<file path="config.mk">
export PLATFORM = sky130hd
export DESIGN_NAME = cpx_mac_flat
export DESIGN_NICKNAME = d
export VERILOG_FILES = /design/src/rtl/caf_cpx_pkg.sv /design/src/rtl/cpx_mac_if.sv /design/src/rtl/cpx_round_sat.sv /design/src/rtl/cpx_mac.sv /design/src/flat_wrapper.sv
export SDC_FILE = /design/constraint.sdc
export NUM_CORES = 2
export LEC_CHECK = 0
export ABC_AREA = 1
export CAP_MARGIN = 0
export CORE_ASPECT_RATIO = 1.1
export CORE_MARGIN = 5
export CORE_UTILIZATION = 45
export DETAILED_ROUTE_END_ITERATION = 16
export HOLD_SLACK_MARGIN = 0.03
export PLACE_DENSITY_LB_ADDON = 0.05
export SYNTH_ARGS = -nofsm -noshare
export SYNTH_HDL_FRONTEND = slang
export SYNTH_SLANG_ARGS = --single-unit
</file>
<file path="constraint.sdc">
create_clock -name clk -period 9.95 [get_ports clk]
set_input_delay 1.99 -clock clk [delete_from_list [all_inputs] [get_ports clk]]
set_output_delay 1.99 -clock clk [all_outputs]
set_load 0.1 [all_outputs]
</file>
<file path="src/rtl/caf_cpx_pkg.sv">
// Shared types and helpers for the CAF complex-arithmetic path.
// Provides product-width sizing, signed range limits and conjugate-mode codes.
package caf_cpx_pkg;

    localparam logic CPX_MUL  = 1'b0;
    localparam logic CPX_CONJ = 1'b1;

    // Width of a combined complex product term (sum/difference of two products).
    function automatic int prod_bits(input int a, input int b);
        return a + b + 1;
    endfunction

    function automatic logic signed [63:0] sat_max(input int w);
        return (64'sd1 <<< (w - 1)) - 64'sd1;
    endfunction

    function automatic logic signed [63:0] sat_min(input int w);
        return -(64'sd1 <<< (w - 1));
    endfunction

endpackage

</file>
<file path="src/rtl/cpx_mac_if.sv">
// Sample-in / frame-result-out bundle for cpx_mac.
// master drives samples and consumes results; slave is the MAC itself.
interface cpx_mac_if #(
    parameter int x_bits   = 12,
    parameter int y_bits   = 12,
    parameter int out_bits = 24
);
    logic                       in_valid;
    logic                       in_last;
    logic                       conj_y;
    logic signed [x_bits-1:0]   xi;
    logic signed [x_bits-1:0]   xq;
    logic signed [y_bits-1:0]   yi;
    logic signed [y_bits-1:0]   yq;
    logic                       out_valid;
    logic signed [out_bits-1:0] out_i;
    logic signed [out_bits-1:0] out_q;
    logic                       out_ovf;

    modport master (
        output in_valid, in_last, conj_y, xi, xq, yi, yq,
        input  out_valid, out_i, out_q, out_ovf
    );

    modport slave (
        input  in_valid, in_last, conj_y, xi, xq, yi, yq,
        output out_valid, out_i, out_q, out_ovf
    );
endinterface

</file>
<file path="src/rtl/cpx_round_sat.sv">
// One-component output conditioner: round half toward +inf, arithmetic shift,
// then clamp to the signed out_bits range, flagging any clamp.
module cpx_round_sat
    import caf_cpx_pkg::*;
#(
    parameter int acc_bits  = 40,
    parameter int out_bits  = 24,
    parameter int out_shift = 0
) (
    input  logic signed [acc_bits-1:0] i_acc,
    output logic signed [out_bits-1:0] o_val,
    output logic                       o_sat
);
    localparam int W = acc_bits + 1;
    localparam logic signed [W-1:0] W_MAX = W'(sat_max(out_bits));
    localparam logic signed [W-1:0] W_MIN = W'(sat_min(out_bits));
    // Half an LSB of the shifted result; collapses to zero when no shift is applied.
    localparam logic signed [W-1:0] W_RND = (W'(1) << out_shift) >> 1;

    logic signed [W-1:0] w_ext;
    logic signed [W-1:0] w_rnd;
    logic signed [W-1:0] w_shf;

    always_comb begin
        w_ext = W'(i_acc);
        w_rnd = w_ext + W_RND;
        w_shf = w_rnd >>> out_shift;
        o_sat = 1'b0;
        o_val = w_shf[out_bits-1:0];
        if (w_shf > W_MAX) begin
            o_val = W_MAX[out_bits-1:0];
            o_sat = 1'b1;
        end else if (w_shf < W_MIN) begin
            o_val = W_MIN[out_bits-1:0];
            o_sat = 1'b1;
        end
    end

endmodule

</file>
<file path="src/rtl/cpx_mac.sv">
// Four-stage pipelined complex multiply-accumulate over in_last-delimited frames,
// emitting one rounded, shifted, saturated result per frame.
module cpx_mac
    import caf_cpx_pkg::*;
#(
    parameter int x_bits    = 12,
    parameter int y_bits    = 12,
    parameter int acc_bits  = 40,
    parameter int out_bits  = 24,
    parameter int out_shift = 0
) (
    input  logic      clk,
    input  logic      rst,
    cpx_mac_if.slave  bus
);
    localparam int PW = x_bits + y_bits;
    localparam int SW = prod_bits(x_bits, y_bits);
    localparam logic signed [acc_bits-1:0] ACC_MAX = acc_bits'(sat_max(acc_bits));
    localparam logic signed [acc_bits-1:0] ACC_MIN = acc_bits'(sat_min(acc_bits));

    if (acc_bits < prod_bits(x_bits, y_bits)) begin : g_chk_acc
        $error("cpx_mac: acc_bits must be >= x_bits+y_bits+1");
    end
    if (out_bits > acc_bits) begin : g_chk_out
        $error("cpx_mac: out_bits must be <= acc_bits");
    end
    if (out_shift < 0 || out_shift > acc_bits - 1) begin : g_chk_shift
        $error("cpx_mac: out_shift must be in 0..acc_bits-1");
    end

    logic                 r_s1_valid, r_s1_last, r_s1_conj;
    logic signed [PW-1:0] r_s1_ii, r_s1_qq, r_s1_iq, r_s1_qi;

    always_ff @(posedge clk) begin
        if (rst) begin
            r_s1_valid <= 1'b0;
            r_s1_last  <= 1'b0;
            r_s1_conj  <= 1'b0;
            r_s1_ii    <= '0;
            r_s1_qq    <= '0;
            r_s1_iq    <= '0;
            r_s1_qi    <= '0;
        end else begin
            r_s1_valid <= bus.in_valid;
            r_s1_last  <= bus.in_valid & bus.in_last;
            r_s1_conj  <= bus.conj_y;
            r_s1_ii    <= PW'(bus.xi) * PW'(bus.yi);
            r_s1_qq    <= PW'(bus.xq) * PW'(bus.yq);
            r_s1_iq    <= PW'(bus.xi) * PW'(bus.yq);
            r_s1_qi    <= PW'(bus.xq) * PW'(bus.yi);
        end
    end

    // Index 0 is the in-phase component, index 1 the quadrature component.
    logic                 r_s2_valid, r_s2_last;
    logic signed [SW-1:0] r_s2_p [2];

    always_ff @(posedge clk) begin
        if (rst) begin
            r_s2_valid <= 1'b0;
            r_s2_last  <= 1'b0;
            r_s2_p[0]  <= '0;
            r_s2_p[1]  <= '0;
        end else begin
            r_s2_valid <= r_s1_valid;
            r_s2_last  <= r_s1_last;
            if (r_s1_conj == CPX_CONJ) begin
                r_s2_p[0] <= SW'(r_s1_ii) + SW'(r_s1_qq);
                r_s2_p[1] <= SW'(r_s1_qi) - SW'(r_s1_iq);
            end else begin
                r_s2_p[0] <= SW'(r_s1_ii) - SW'(r_s1_qq);
                r_s2_p[1] <= SW'(r_s1_iq) + SW'(r_s1_qi);
            end
        end
    end

    logic signed [acc_bits-1:0] r_acc [2];
    logic                       r_acc_sat;
    logic                       r_first;
    logic                       r_s3_done;

    logic signed [acc_bits:0]   w_sum      [2];
    logic signed [acc_bits-1:0] w_acc_next [2];
    logic                       w_acc_sat  [2];

    for (genvar gi = 0; gi < 2; gi++) begin : g_acc
        // One guard bit above the accumulator exposes signed overflow as a sign mismatch.
        assign w_sum[gi]      = (acc_bits+1)'(r_acc[gi]) + (acc_bits+1)'(r_s2_p[gi]);
        assign w_acc_sat[gi]  = ~r_first & (w_sum[gi][acc_bits] ^ w_sum[gi][acc_bits-1]);
        assign w_acc_next[gi] = r_first        ? acc_bits'(r_s2_p[gi]) :
                                w_acc_sat[gi]  ? (w_sum[gi][acc_bits] ? ACC_MIN : ACC_MAX) :
                                                 w_sum[gi][acc_bits-1:0];
    end

    always_ff @(posedge clk) begin
        if (rst) begin
            r_acc[0]  <= '0;
            r_acc[1]  <= '0;
            r_acc_sat <= 1'b0;
            r_first   <= 1'b1;
            r_s3_done <= 1'b0;
        end else begin
            r_s3_done <= r_s2_valid & r_s2_last;
            if (r_s2_valid) begin
                r_acc[0]  <= w_acc_next[0];
                r_acc[1]  <= w_acc_next[1];
                r_acc_sat <= (r_first ? 1'b0 : r_acc_sat) | w_acc_sat[0] | w_acc_sat[1];
                r_first   <= r_s2_last;
            end
        end
    end

    // Output stage reads the finished frame sum while S3 may already be loading the next frame.
    logic signed [out_bits-1:0] w_out     [2];
    logic                       w_out_sat [2];

    for (genvar gi = 0; gi < 2; gi++) begin : g_out
        cpx_round_sat #(
            .acc_bits  (acc_bits),
            .out_bits  (out_bits),
            .out_shift (out_shift)
        ) u_round_sat (
            .i_acc (r_acc[gi]),
            .o_val (w_out[gi]),
            .o_sat (w_out_sat[gi])
        );
    end

    logic                       r_out_valid;
    logic signed [out_bits-1:0] r_out_i, r_out_q;
    logic                       r_out_ovf;

    always_ff @(posedge clk) begin
        if (rst) begin
            r_out_valid <= 1'b0;
            r_out_i     <= '0;
            r_out_q     <= '0;
            r_out_ovf   <= 1'b0;
        end else begin
            r_out_valid <= r_s3_done;
            if (r_s3_done) begin
                r_out_i   <= w_out[0];
                r_out_q   <= w_out[1];
                r_out_ovf <= r_acc_sat | w_out_sat[0] | w_out_sat[1];
            end
        end
    end

    assign bus.out_valid = r_out_valid;
    assign bus.out_i     = r_out_i;
    assign bus.out_q     = r_out_q;
    assign bus.out_ovf   = r_out_ovf;

endmodule

</file>
<file path="src/flat_wrapper.sv">
// flat-port wrapper written by rule: the top's interface ports become plain ports
module cpx_mac_flat import caf_cpx_pkg::*;
#(
    parameter int x_bits    = 12,
    parameter int y_bits    = 12,
    parameter int acc_bits  = 40,
    parameter int out_bits  = 24,
    parameter int out_shift = 0
)
  (clk, rst, bus_in_valid, bus_in_last, bus_conj_y, bus_xi, bus_xq, bus_yi, bus_yq, bus_out_valid, bus_out_i, bus_out_q, bus_out_ovf);
  cpx_mac_if #(.x_bits(x_bits), .y_bits(y_bits), .out_bits(out_bits)) bus_i ();
  input  logic clk;
  input  logic rst;
  input wire logic [$bits(bus_i.in_valid)-1:0] bus_in_valid;
  input wire logic [$bits(bus_i.in_last)-1:0] bus_in_last;
  input wire logic [$bits(bus_i.conj_y)-1:0] bus_conj_y;
  input wire logic [$bits(bus_i.xi)-1:0] bus_xi;
  input wire logic [$bits(bus_i.xq)-1:0] bus_xq;
  input wire logic [$bits(bus_i.yi)-1:0] bus_yi;
  input wire logic [$bits(bus_i.yq)-1:0] bus_yq;
  output wire logic [$bits(bus_i.out_valid)-1:0] bus_out_valid;
  output wire logic [$bits(bus_i.out_i)-1:0] bus_out_i;
  output wire logic [$bits(bus_i.out_q)-1:0] bus_out_q;
  output wire logic [$bits(bus_i.out_ovf)-1:0] bus_out_ovf;
  assign bus_i.in_valid = bus_in_valid;
  assign bus_i.in_last = bus_in_last;
  assign bus_i.conj_y = bus_conj_y;
  assign bus_i.xi = bus_xi;
  assign bus_i.xq = bus_xq;
  assign bus_i.yi = bus_yi;
  assign bus_i.yq = bus_yq;
  assign bus_out_valid = bus_i.out_valid;
  assign bus_out_i = bus_i.out_i;
  assign bus_out_q = bus_i.out_q;
  assign bus_out_ovf = bus_i.out_ovf;
  cpx_mac #(.x_bits(x_bits), .y_bits(y_bits), .acc_bits(acc_bits), .out_bits(out_bits), .out_shift(out_shift)) u_core (.clk(clk), .rst(rst), .bus(bus_i));
endmodule
</file>
After elaboration in Yosys (flattened, before gate mapping)

Memories as Yosys holds them, arrays and structs flattened.
Index checks and enable logic that the tools add are counted.

Register bits: 154
Latch bits: 0
RAM bits: 130
ROM bits: 0
Input port bits: 53
Output and inout port bits: 50
Word-level logic and storage cells: 81
Memories: 2

$add $sub $neg: 6
Multipliers: 4
Div/mod/pow operators: 0
Order comparisons: 4
Equality and inequality tests: 0
Shifts and indexed selects: 0
Muxes and demuxes: 32
Bitwise operators: 17
Reduce and logical (&&, ||, !) cells: 0

Memories:

| name          | depth | width | read ports | clocked after memory_dff | write ports | RTL line      | text |
|---|---|---|---|---|---|---|---|
| u_core.r_acc  | 2     | 40    | 2          | 0                        | 2           | cpx_mac.sv:77 | `logic signed [acc_bits-1:0] r_acc [2];` |
| u_core.r_s2_p | 2     | 25    | 2          | 0                        | 2           | cpx_mac.sv:56 | `logic signed [SW-1:0] r_s2_p [2];` |

Operators with widths:

| kind                                                                              | number |
|---|---|
| 40-bit two-way mux                                                                | 8 |
| 25-bit two-way mux                                                                | 4 |
| 12-bit by 12-bit multiplier with 24-bit output                                    | 4 |
| 24-bit two-way mux                                                                | 4 |
| 40-bit by 25-bit adder with 41-bit output                                         | 2 |
| 40-bit by 24-bit greater-than comparator with 1-bit output, second input constant | 2 |
| 40-bit by 24-bit less-than comparator with 1-bit output, second input constant    | 2 |
| 24-bit by 24-bit adder with 25-bit output                                         | 2 |
| 24-bit by 24-bit subtractor with 25-bit output                                    | 2 |
| 1-bit two-way mux                                                                 | 16 |
| 1-bit OR                                                                          | 10 |
| 1-bit AND                                                                         | 4 |
| 1-bit bitwise XOR                                                                 | 2 |
| 1-bit inverter                                                                    | 1 |

Logic depth before layout (Yosys ltp)

Depth after elaboration: 6
Mapped depth: 24

By module

From an unflattened synthesis, not the netlist that was laid out.

Cells, all modules: 6179
Area, all modules: 44502.7 µm²

Modules (own cells, without submodules):

| module        | times used | cells an instance | area an instance (µm²) | seq. area each (µm²) |
|---|---|---|---|---|
| cpx_mac       | 1          | 6011              | 43789.5                | 6986.7 |
| cpx_round_sat | 2          | 84                | 356.6                  | 0.0 |

Worst setup path before layout

No wires, ideal clock.

Path type: input port to flip-flop
From: input port bus_xq[11]
To: register u_core.r_s1_qi[23]
Setup time: 132 ps
Data arrival time: 6410 ps
Data required time: 9818 ps
Setup slack: 3408 ps
Stages: 17
Path buffers: 1
Cell sequence: clkbuf_1 > nand2_1 > fa_1 > inv_1 > fa_1 > inv_1 > fa_1 > inv_1 > fa_1 > fa_1 > ha_1 > inv_1 > nor3_1 > nand2_1 > o311ai_0 > or2_2 > a21oi_1

Word-level cells in the longest chain between the ends: 1

Ends and longest elaborated chain:

| element                                        | RTL line           | text |
|---|---|---|
| from (decl)                                    | flat_wrapper.sv:18 | `input wire logic [$bits(bus_i.xq)-1:0] bus_xq;` |
| 12-bit by 12-bit multiplier with 24-bit output | cpx_mac.sv:50      | `r_s1_qi <= PW'(bus.xq) * PW'(bus.yi);` |
| to (signal assigned)                           | cpx_mac.sv:50      |  |
| to (decl)                                      | cpx_mac.sv:32      | `logic signed [PW-1:0] r_s1_ii, r_s1_qq, r_s1_iq, r_s1_qi;` |

Every way passes these cells.
A chain may end at the register's enable or synchronous reset.

Worst setup path after layout

From: input port bus_yi[3]
To: register u_core.r_s1_qi[22]

Word-level cells in the longest chain between the ends: 1

Ends and longest elaborated chain:

| element                                        | RTL line           | text |
|---|---|---|
| from (decl)                                    | flat_wrapper.sv:19 | `input wire logic [$bits(bus_i.yi)-1:0] bus_yi;` |
| 12-bit by 12-bit multiplier with 24-bit output | cpx_mac.sv:50      |  |

Every way passes these cells.

==> run summary <==
Hold crit path type = flip-flop to flip-flop
DRT iter0 DRCs = 2,295
Die area = 104,000 um2
Root Buffer = clkbuf_16
Share of layout cells above drive strength 1 = 3.47%
CP endpoint kind = flip-flop
Final std cells w/o fill = 7,394
Post-route ant nets = 0
Pin count of the biggest net entering global routing = 80
Hpwl dp = 107 mm
WHS Endpoint = u_core.r_s2_valid
Antenna cells = 0
Peak supply drop = 0.000300 V
Synthesis-stage register bit count = 284
Via density per instance = 5.11
Synth Cell Area = 43,700 um2
Number of placed instances, taps included = 7,330
Reg-to-Reg Start = u_core.r_s2_p[0][24]
R2r endpoint = u_core.r_acc[0][30]
Total track usage = 25.2%
Register Area = 6990 um2
First-pass GRT wire length = 209 mm
Most common cell on crit path = fa_1
Slowest CP cell = clkdlybuf4s50_1
Crit-path max cell delay = 1.31 ns
Slew Limit Headroom = 15.6%
CP bufs+invs = 4
Post-route cell area = 47,500 um2
Core footprint = 97,000 um2
Netlist cell types = 56
Die Span Y = 337 um
Max clock buf depth = 3
Synth warnings = 0
Post-synthesis average cell area = 7.27 um2
Top Family by Delay on Critical Path = adder cells
PD cells = 319 nW/um2
P&R area growth vs syn = 8.62%
DR WL/cell = 17.7 um
Req. time, crit path = 10.42 ns
Residual DRC count = 0
Hold_sp = u_core.r_s1_valid
Overflow after GRT = 0
Async set-reset flop share out of synthesis = 0%
Area of the multi-input gates = 31,400 um2
CP startpoint kind = primary input
Vias in the first global route = 38,500
Number of clock sinks = 284
Gp weighted congestion = 0.942
Post-Synthesis Cells = 6,016
Final Cycle Share = 78.1%
Hold Path Stages = 2
IO Pins = 103
Die X = 307 um
Most common cell after layout, fill and taps aside = nand2_1
Routed WL = 131 mm
Most frequent cells in the layout = nand2_1 (1,358), inv_1 (1,272), nor2_1 (605), fa_1 (558), a21oi_1 (408)
Rows = 120
Post-synthesis sequential area ratio = 16.0%
Final #Nets = 7,077
Routed vias = 37,800
Fin Setup TNS = 0 ns
Primary FF master, synth = dfxtp_1
CTS tree = yes
CTS resizes = 0
Final hold viol count = 0
Post-synth EDFFs = 130
Arrival time worst endpoint = 8.23 ns
Max-Cap Viols = 0
Setup CP Type = primary input to flip-flop
Count of input and output buffers = 102
Cts hold-fix bufs = 0
Post-CTS Setup Bufs = 0
Placed cell area = 46,300 um2
Peak Freq = 129 MHz
Worst R2R Path Depth = 13
Clk pin slew, worst setup/hold paths = 0.06 ns
Crit path time final = 7.77 ns
Final setup violation count = 0
Layout Skew = 0.0341 ns
Initial antenna violation count = 0
Critical-path cell list = clkdlybuf4s50_1 -> nand2_1 -> fa_1 -> inv_1 -> fa_1 -> inv_1 -> fa_1 -> inv_1 -> fa_1 -> fa_1 -> ha_1 -> nand2_1 -> nor4_1 -> nand4_1 -> nand3_1 -> o21ai_0 -> a21oi_1
Slack of the worst reg-to-reg path = 5.72 ns
H-tree Lvls = 2
Least-Margin Pin Slew = 1.26 ns
Num CTS Buffers = 35
Clock Latency Late Sink = 0.59 ns
First drt pass iteration count = 5
P_leak = 0.0249 uW
Run status = finished clean
RSZ-0062 raised after global routing = no
Fillers = 10,200
Starting Density = 45.1%
Worst-path fanout max = 24
Final Max Slew Viols = 0
layout make-up:
| class | instances | share of cell area (%) |
|---|---|---|
| timing repair buffer | 159 | 3.09 |
| clock inverter | 22 | 0.477 |
| tap | 1281 | 3.37 |
| sequential | 284 | 14.7 |
| clock buffer | 42 | 2.10 |
| multi-input combinational | 4328 | 66.2 |
| inverter | 1278 | 10.1 |
layer usage:
layer  GRT usage [%]  vias to the layer above  part of all wire [%]
met3            2.16                      175                   3.6
met4            7.83                        0                   3.5
li1                -                    18600                     -
met2            45.1                      802                    49
met1            32.5                    18200                    44
met5               0                        -                     0
where the power goes:
group          switching [uW]  internal, uW  total [uW]
Sequential                227          1550        1780
Combinational            7820          4150       12000
Clock                     578           802        1380
worst max-delay path by stage:
stage	from	to	slack (ns)	cells past startpoint
global route	bus_yi[0]	u_core.r_s1_qi[19]	1.82	21
detailed placement	bus_yq[11]	u_core.r_s1_qq[22]	1.72	17
finish	bus_yi[3]	u_core.r_s1_qi[22]	2.18	17
CTS	bus_yq[11]	u_core.r_s1_qq[22]	2.31	17
global placement	bus_yi[3]	u_core.r_s1_qi[22]	1.63	17
floorplan	bus_xq[11]	u_core.r_s1_qi[23]	3.41	17
through the flow:
stage / hold slack, ns / worst slack, ns / util, % / power [uW]
after floorplan: 0.388 / 3.41 / - / 10400
after global placement: 0.390 / 1.63 / 47.7 / 13600
after detailed placement: 0.399 / 1.72 / 47.7 / 13600
after CTS: 0.412 / 2.31 / 49.0 / 15100
after global routing: 0.426 / 1.82 / 49.0 / 16900
final: 0.406 / 2.18 / 49.0 / 15100
synthesized netlist by cell type (5+ instances only):
cell type,n,area [um2]
o21ai_0,357,1790
nor3_1,49,245
a21boi_0,10,75.1
edfxtp_1,130,3900
o211ai_1,5,37.5
fa_1,558,11200
nor2_2,27,169
o21bai_1,51,383
o21a_1,12,90.1
a31oi_1,12,75.1
buf_6,7,78.8
or2_2,13,81.3
a21oi_2,9,78.8
nand2_2,26,163
a211oi_1,5,37.5
xnor2_1,61,534
o21ai_1,5,25.0
dfxtp_1,154,3080
o31ai_1,8,60.1
buf_2,13,65.1
ha_1,380,4750
o22ai_1,9,56.3
nor4_1,14,87.6
a21oi_1,408,2040
xor2_1,46,403
nand4_1,54,338
nand3b_1,9,67.6
nand2_1,1359,5100
nor2_1,608,2280
nand3_2,5,50.1
nand3_1,137,686
inv_1,1273,4780
and2_1,5,31.3
clkbuf_1,153,574
a21o_1,9,67.6
flip-flops by register name, summed over array words and instances, names as in the netlist:
register,cells
u_core.r_s1_ii,24
u_core.r_s2_valid,1
u_core.r_s1_last,1
u_core.r_s1_iq,24
u_core.r_s3_done,1
u_core.r_first,1
u_core.r_acc,80
u_core.bus.out_q,24
u_core.r_s2_p,50
u_core.bus.out_ovf,1
u_core.r_acc_sat,1
u_core.r_s1_qq,24
u_core.bus.out_valid,1
u_core.bus.out_i,24
u_core.r_s1_conj,1
u_core.r_s1_qi,24
u_core.r_s2_last,1
u_core.r_s1_valid,1
worst register-to-register path, cell delays in order, from the launching register on:
cell      delay (ns)
edfxtp_1        0.89
ha_1            0.46
a21oi_1         0.26
o21ai_0         0.15
nand2_1         0.16
nand2_1         0.08
a21oi_2         0.30
nand2_4         0.10
nand2_1         0.07
nand2_1         0.11
o21ai_2         0.80
buf_4           0.44
nor2_1          0.09
nor2_1          0.15
cells by family after synthesis:
logic type	after synthesis	share of synthesized area, %
buf+inv	1453	12.7
compound gates	917	11.4
simple gates	2316	21.4
flops	284	16.0
xor+xnor	107	2.14
other cells	1	0.00857
fa+ha+maj	938	36.4
(Power assumes the default switching activity.)
